**src/rtl/mips_ctrl_pkg.sv**
```systemverilog
// Shared constants for the pipelined MIPS control path: opcodes, ALUOp codes,
// control-bundle widths and forwarding selects.
package mips_ctrl_pkg;

    localparam int WB_W  = 2;   // {RegWrite, MemToReg}
    localparam int MEM_W = 3;   // {Branch, MemRead, MemWrite}
    localparam int EX_W  = 4;   // {RegDst, ALUOp[1:0], ALUSrc}

    localparam logic [5:0] OP_RTYPE = 6'h00;
    localparam logic [5:0] OP_J     = 6'h02;
    localparam logic [5:0] OP_BEQ   = 6'h04;
    localparam logic [5:0] OP_BNE   = 6'h05;
    localparam logic [5:0] OP_ADDI  = 6'h08;
    localparam logic [5:0] OP_LW    = 6'h23;
    localparam logic [5:0] OP_SW    = 6'h2B;

    localparam logic [1:0] ALUOP_ADD  = 2'b00;
    localparam logic [1:0] ALUOP_SUB  = 2'b01;
    localparam logic [1:0] ALUOP_FUNC = 2'b10;

    localparam logic [1:0] FWD_RF    = 2'b00;
    localparam logic [1:0] FWD_EXMEM = 2'b10;
    localparam logic [1:0] FWD_MEMWB = 2'b01;

endpackage

```
**src/rtl/mips_ctrl_decode.sv**
```systemverilog
// Combinational opcode decoder producing the WB/MEM/EX control bundles.
// Unknown or disabled opcodes decode to an all-zero bubble and raise illegal.
module mips_ctrl_decode
    import mips_ctrl_pkg::*;
#(
    parameter bit EN_EXT = 1'b1
) (
    input  logic [5:0]       opcode,
    output logic [WB_W-1:0]  wb,
    output logic [MEM_W-1:0] mem,
    output logic [EX_W-1:0]  ex,
    output logic             ne,
    output logic             is_jump,
    output logic             illegal
);

    always_comb begin
        wb      = '0;
        mem     = '0;
        ex      = '0;
        ne      = 1'b0;
        is_jump = 1'b0;
        illegal = 1'b0;
        case (opcode)
            OP_RTYPE: begin
                ex = {1'b1, ALUOP_FUNC, 1'b0};
                wb = 2'b10;
            end
            OP_LW: begin
                ex  = {1'b0, ALUOP_ADD, 1'b1};
                mem = 3'b010;
                wb  = 2'b11;
            end
            OP_SW: begin
                ex  = {1'b0, ALUOP_ADD, 1'b1};
                mem = 3'b001;
            end
            OP_BEQ: begin
                ex  = {1'b0, ALUOP_SUB, 1'b0};
                mem = 3'b100;
            end
            OP_BNE: begin
                if (EN_EXT) begin
                    ex  = {1'b0, ALUOP_SUB, 1'b0};
                    mem = 3'b100;
                    ne  = 1'b1;
                end else begin
                    illegal = 1'b1;
                end
            end
            OP_ADDI: begin
                if (EN_EXT) begin
                    ex = {1'b0, ALUOP_ADD, 1'b1};
                    wb = 2'b10;
                end else begin
                    illegal = 1'b1;
                end
            end
            OP_J: begin
                // The jump itself travels down the pipe as a bubble.
                if (EN_EXT) is_jump = 1'b1;
                else        illegal = 1'b1;
            end
            default: illegal = 1'b1;
        endcase
    end

endmodule

```
**src/rtl/mips_pipe_ctrl.sv**
```systemverilog
// Pipelined control and hazard unit: carries decoded control through ID/EX,
// EX/MEM and MEM/WB, and generates stall, flush, branch/jump and forwarding.
module mips_pipe_ctrl
    import mips_ctrl_pkg::*;
#(
    parameter bit EN_EXT = 1'b1,
    parameter int RA_W   = 5
) (
    input  logic             clk,
    input  logic             rst_n,
    input  logic             id_valid,
    input  logic [5:0]       id_opcode,
    input  logic [RA_W-1:0]  id_rs,
    input  logic [RA_W-1:0]  id_rt,
    input  logic [RA_W-1:0]  id_rd,
    input  logic             ex_zero,
    output logic [EX_W-1:0]  ex_ctrl,
    output logic [MEM_W-1:0] mem_ctrl,
    output logic [WB_W-1:0]  wb_ctrl,
    output logic [RA_W-1:0]  wb_dst,
    output logic [1:0]       fwd_a,
    output logic [1:0]       fwd_b,
    output logic             stall,
    output logic             if_flush,
    output logic             pc_src,
    output logic             jump,
    output logic             illegal_op
);

    logic [WB_W-1:0]  dec_wb;
    logic [MEM_W-1:0] dec_mem;
    logic [EX_W-1:0]  dec_ex;
    logic             dec_ne;
    logic             dec_is_jump;
    logic             dec_illegal;

    mips_ctrl_decode #(.EN_EXT(EN_EXT)) u_decode (
        .opcode  (id_opcode),
        .wb      (dec_wb),
        .mem     (dec_mem),
        .ex      (dec_ex),
        .ne      (dec_ne),
        .is_jump (dec_is_jump),
        .illegal (dec_illegal)
    );

    // ID/EX, EX/MEM and MEM/WB state
    logic [WB_W-1:0]  ex_wb_reg, ex_wb_next, mem_wb_reg, wb_wb_reg;
    logic [MEM_W-1:0] ex_mem_reg, ex_mem_next, mem_mem_reg;
    logic [EX_W-1:0]  ex_ex_reg, ex_ex_next;
    logic             ex_ne_reg, ex_ne_next, mem_ne_reg, mem_zero_reg;
    logic [RA_W-1:0]  ex_rs_reg, ex_rs_next, ex_rt_reg, ex_rt_next;
    logic [RA_W-1:0]  ex_dst_reg, ex_dst_next, mem_dst_reg, wb_dst_reg;
    logic             illegal_reg;

    logic [RA_W-1:0]  id_dst;
    logic [WB_W-1:0]  id_wb;

    assign id_dst = dec_ex[3] ? id_rd : id_rt;
    // Writes to register 0 are dropped here so forwarding never matches $0.
    assign id_wb  = {dec_wb[1] & (id_dst != '0), dec_wb[0]};

    assign pc_src   = mem_mem_reg[2] & (mem_zero_reg ^ mem_ne_reg);
    assign stall    = id_valid & ex_mem_reg[1] & (ex_dst_reg != '0) &
                      ((ex_dst_reg == id_rs) | (ex_dst_reg == id_rt)) & ~pc_src;
    assign jump     = dec_is_jump & id_valid & ~stall & ~pc_src;
    assign if_flush = pc_src | jump;

    always_comb begin
        ex_wb_next  = '0;
        ex_mem_next = '0;
        ex_ex_next  = '0;
        ex_ne_next  = 1'b0;
        ex_rs_next  = '0;
        ex_rt_next  = '0;
        ex_dst_next = '0;
        if (id_valid && !stall && !pc_src) begin
            ex_wb_next  = id_wb;
            ex_mem_next = dec_mem;
            ex_ex_next  = dec_ex;
            ex_ne_next  = dec_ne;
            ex_rs_next  = id_rs;
            ex_rt_next  = id_rt;
            ex_dst_next = id_dst;
        end
    end

    always_ff @(posedge clk or negedge rst_n) begin
        if (!rst_n) begin
            ex_wb_reg    <= '0;
            ex_mem_reg   <= '0;
            ex_ex_reg    <= '0;
            ex_ne_reg    <= 1'b0;
            ex_rs_reg    <= '0;
            ex_rt_reg    <= '0;
            ex_dst_reg   <= '0;
            mem_wb_reg   <= '0;
            mem_mem_reg  <= '0;
            mem_ne_reg   <= 1'b0;
            mem_zero_reg <= 1'b0;
            mem_dst_reg  <= '0;
            wb_wb_reg    <= '0;
            wb_dst_reg   <= '0;
            illegal_reg  <= 1'b0;
        end else begin
            ex_wb_reg  <= ex_wb_next;
            ex_mem_reg <= ex_mem_next;
            ex_ex_reg  <= ex_ex_next;
            ex_ne_reg  <= ex_ne_next;
            ex_rs_reg  <= ex_rs_next;
            ex_rt_reg  <= ex_rt_next;
            ex_dst_reg <= ex_dst_next;
            if (pc_src) begin
                mem_wb_reg   <= '0;
                mem_mem_reg  <= '0;
                mem_ne_reg   <= 1'b0;
                mem_zero_reg <= 1'b0;
                mem_dst_reg  <= '0;
            end else begin
                mem_wb_reg   <= ex_wb_reg;
                mem_mem_reg  <= ex_mem_reg;
                mem_ne_reg   <= ex_ne_reg;
                mem_zero_reg <= ex_zero;
                mem_dst_reg  <= ex_dst_reg;
            end
            wb_wb_reg  <= mem_wb_reg;
            wb_dst_reg <= mem_dst_reg;
            if (id_valid && dec_illegal) illegal_reg <= 1'b1;
        end
    end

    // Operand 0 compares against rs, operand 1 against rt; EX/MEM wins over MEM/WB.
    logic [1:0][RA_W-1:0] ex_src;
    logic [1:0][1:0]      fwd_sel;

    assign ex_src = {ex_rt_reg, ex_rs_reg};

    for (genvar gi = 0; gi < 2; gi++) begin : g_fwd
        assign fwd_sel[gi] =
            (mem_wb_reg[1] && (mem_dst_reg != '0) && (mem_dst_reg == ex_src[gi])) ? FWD_EXMEM :
            (wb_wb_reg[1]  && (wb_dst_reg  != '0) && (wb_dst_reg  == ex_src[gi])) ? FWD_MEMWB :
                                                                                   FWD_RF;
    end

    assign fwd_a      = fwd_sel[0];
    assign fwd_b      = fwd_sel[1];
    assign ex_ctrl    = ex_ex_reg;
    assign mem_ctrl   = mem_mem_reg;
    assign wb_ctrl    = wb_wb_reg;
    assign wb_dst     = wb_dst_reg;
    assign illegal_op = illegal_reg;

endmodule

```
**config.mk**
```make
export PLATFORM = sky130hd
export DESIGN_NAME = mips_pipe_ctrl
export DESIGN_NICKNAME = d
export VERILOG_FILES = /design/src/rtl/mips_ctrl_pkg.sv /design/src/rtl/mips_ctrl_decode.sv /design/src/rtl/mips_pipe_ctrl.sv
export SDC_FILE = /design/constraint.sdc
export NUM_CORES = 1
export LEC_CHECK = 0
export ABC_AREA = 1
export CAP_MARGIN = 20
export CORE_ASPECT_RATIO = 1.5
export CORE_MARGIN = 3
export CORE_UTILIZATION = 54
export CTS_BUF_LIST = sky130_fd_sc_hd__clkbuf_16
export CTS_CLUSTER_SIZE = 12
export DETAILED_ROUTE_END_ITERATION = 10
export PLACE_DENSITY = 0.84
export SETUP_SLACK_MARGIN = 0.05
export SLEW_MARGIN = 0
export SYNTH_ARGS = -nofsm -noshare
export SYNTH_HDL_FRONTEND = slang
export SYNTH_HIERARCHICAL = 1
export SYNTH_SLANG_ARGS = --single-unit
```
**constraint.sdc**
```tcl
create_clock -name clk -period 2.2 [get_ports clk]
set_input_delay 0.44 -clock clk [delete_from_list [all_inputs] [get_ports clk]]
set_output_delay 0.44 -clock clk [all_outputs]
set_load 0.1 [all_outputs]
```
==> impl_results.md <==
* Clk_lat worst skew at ~0.28 ns
* Post-Layout Cell Count at ~380
* Dpl hpwl at roughly 3.6 mm
* Max VDD drop at 0.630 mV
* DP Cell Count at about 370
* Longest Clk Path Bufs at 2
* Max-Cap Viols at 0
* Detailed-route DRC error count at 0
* Sequential power share at about 46%
* CTS H-tree lvls at 2
* Dominant synthesized flop cell: dfrtp_1
* CTS tree: built
* Total clock sinks at 45
* Via Count at approximately 1900
* Switch Pwr at ~0.52 mW
* Starting Density at ~57%
* Syn_area_per_cell at 8.80 um^2
* First-pass GRT wire length at approximately 8.3 mm
* Worst-path clk slew at 0.06 ns
* Pint at around 1.4 mW
* Initial antenna violation count at 0
* Comb power frac at about 17%
* Crit path max fanout at 2
* DRT Pass-1 Iters at 4
* Hold Fails Final Rpt at 0
* Die H at 84.9 um
* Cell taking the most area after synthesis: dfrtp_1
* Hold Buf Count CTS at 0
* Post-synthesis instance total at about 260
* Post-synth top area share at about 50%
* Final instance area at ~3300 um^2
* Ant diodes at 0
* Port buffer count at 47
* Routed wire length at 5.27 mm
* Critical Path Sink Type: output pin
* Sequential area share after synthesis at around 50%
* Rel. slew slack at a little over half
* Setup violators final at 0
* I/O pin count at 48
* Syn Std Cell Area at 2240 um^2
* Worst EP required at 1.76 ns
* CTS Buf Count at 5
* Initial DRC count at between 70 and 80
* Clock power frac at 36.5%
* CP startpoint kind: flip-flop
* GRT Resource Usage Total at a little over a fifth
* Sw Share at between 20% and 30%
* Hold_ws at between 0.2 and 0.25 ns
* NumNets Final at 361
* Max frequency at ~0.46 GHz
* Placement row count at 28
* Vias per cell at roughly 4.9
* Share of layout cells above drive strength 1 at about two fifths
* Commonest cells after routing, fill and taps aside: inv_1, buf_4, dfrtp_1
* Clock skew at approximately 0.0037 ns
* Routed WL per cell at 13.8 um
* Final Max Slew Viols at 0
* Tot Pwr at just under 2 mW
* Area delta synth->final at 48.1%
* Vias in the first global route at ~1800
* EDFF count, synth at 0
* RSZ-0062 raised after global routing: true
* Period utilization at a little over nine tenths
* Synth Net Count at between 200 and 300
* Placed cell areas at between 3000 and 4000 um^2
* Min cycle time layout at ~2.2 ns
* Least-Margin Pin Slew at 0.714 ns
* Yosys cell types at 25
* Run status: completed
* Worst hold path class: input pin to asynchronous set/reset pin
* PwrDens at 582 nW/um^2
* Die Wd at approximately 59 um
* Root Driver: clkbuf_16
* Most common cell after layout, fill and taps aside: inv_1
* Worst EP arrival at approximately 1.7 ns
* Lkg Pwr at roughly 1.7 nW
* Total gr overflow at 0
* Synth warn at 6
* Core Util, Final at a little over four fifths
* Kind of critical path: flip-flop to output pin
* Largest net degree at the start of global routing at 36
* Antenna viol nets, final at 0
* RePlAce Congestion at 0.878
* Die ar. at approximately 5000 um^2
* Register bit count reported by yosys at between 40 and 50
* Asr flop ratio synth at 100%
* Synth top area cells: dfrtp_1, inv_1, nor2_1
* Core area at 3960 um^2
-- final cells by class --
cell class              count  area (um^2)
well taps                  45         56.3
flip-flops and latches     45         1140
clock buffers               5          125
repair buffers             78          758
clock inverters             3         17.5
fillers                   217          636
multi-input cells         154         1030
inverters                  52          199
-- Yosys cell counts (3+ instances only) --
library cell   n
dfrtp_1       45
inv_1         51
nand2_1       32
nand3_1       11
nand3_2        5
nor2_1        37
nor2_2        22
o21a_1         5
o21ai_0        3
or2_2          4
xnor2_1       12
xor2_1        10
-- layer usage --
layer	global-route usage (%)	vias up	share of wire [%]	wire length, um
met5	0	-	0	0
met4	9.07	0	3.3	176
met3	3.50	18	3.6	189
met2	40.0	60	59	3100
met1	24.4	872	34	1800
li1	-	919	-	-
-- power groups by stage --
| stage | clock (mW) | combinational (mW) | sequential (mW) |
|---|---|---|---|
| 4_1_cts | 0.720 | 0.317 | 0.889 |
| 5_1_grt | 0.767 | 0.365 | 0.895 |
| 6_report | 0.707 | 0.336 | 0.892 |
| 2_1_floorplan | 0 | 0.137 | 0.945 |
| 3_5_place_dp | 0 | 0.315 | 0.902 |
| 3_3_place_gp | 0 | 0.308 | 0.900 |
-- path summary, 6_finish.rpt --
path                               startpoint             to  slack, ns  depth (start not counted)
worst max-delay path             ex_rs_reg[4]       fwd_a[0]       0.04                          6
worst min-delay path                    rst_n     wb_ctrl[0]       0.21                          1
worst max register to register  ex_dst_reg[1]   ex_rs_reg[2]       0.36                         13
worst min register to register  mem_wb_reg[0]     wb_ctrl[0]       0.37                          0
max in group asynchronous               rst_n  ex_mem_reg[1]       1.35                          2
min in group clk                mem_wb_reg[0]     wb_ctrl[0]       0.37                          0
-- timing repair --
action	in CTS	in global routing
pin swaps	8	12
setup endpoints to repair	7	7
resized for setup	13	36
buffers inserted	2	7
-- critical path, stage by stage, from the launching register on --
cell,delay [ns]
dfrtp_1,0.43
xnor2_2,0.26
nand3_2,0.15
nor4_4,0.22
buf_4,0.18
nor2_4,0.05
buf_12,0.16
-- cells by family after synthesis --
group           after synthesis  share of synthesized area (%)
simple gates                123                           27.9
buf+inv                      56                           10.6
flops                        45                           50.2
xor+xnor                     22                           8.59
compound gates                9                           2.68
-- through the flow --
stage,setup slack (ns),setup TNS [ns]
after floorplan,-0.467,-1.13
after global placement,-0.104,-0.185
after detailed placement,-0.130,-0.240
after CTS,0.00855,0
after global routing,-0.00949,-0.00949
final,0.0420,0
Note: power is estimated with default switching activity, not from simulation.
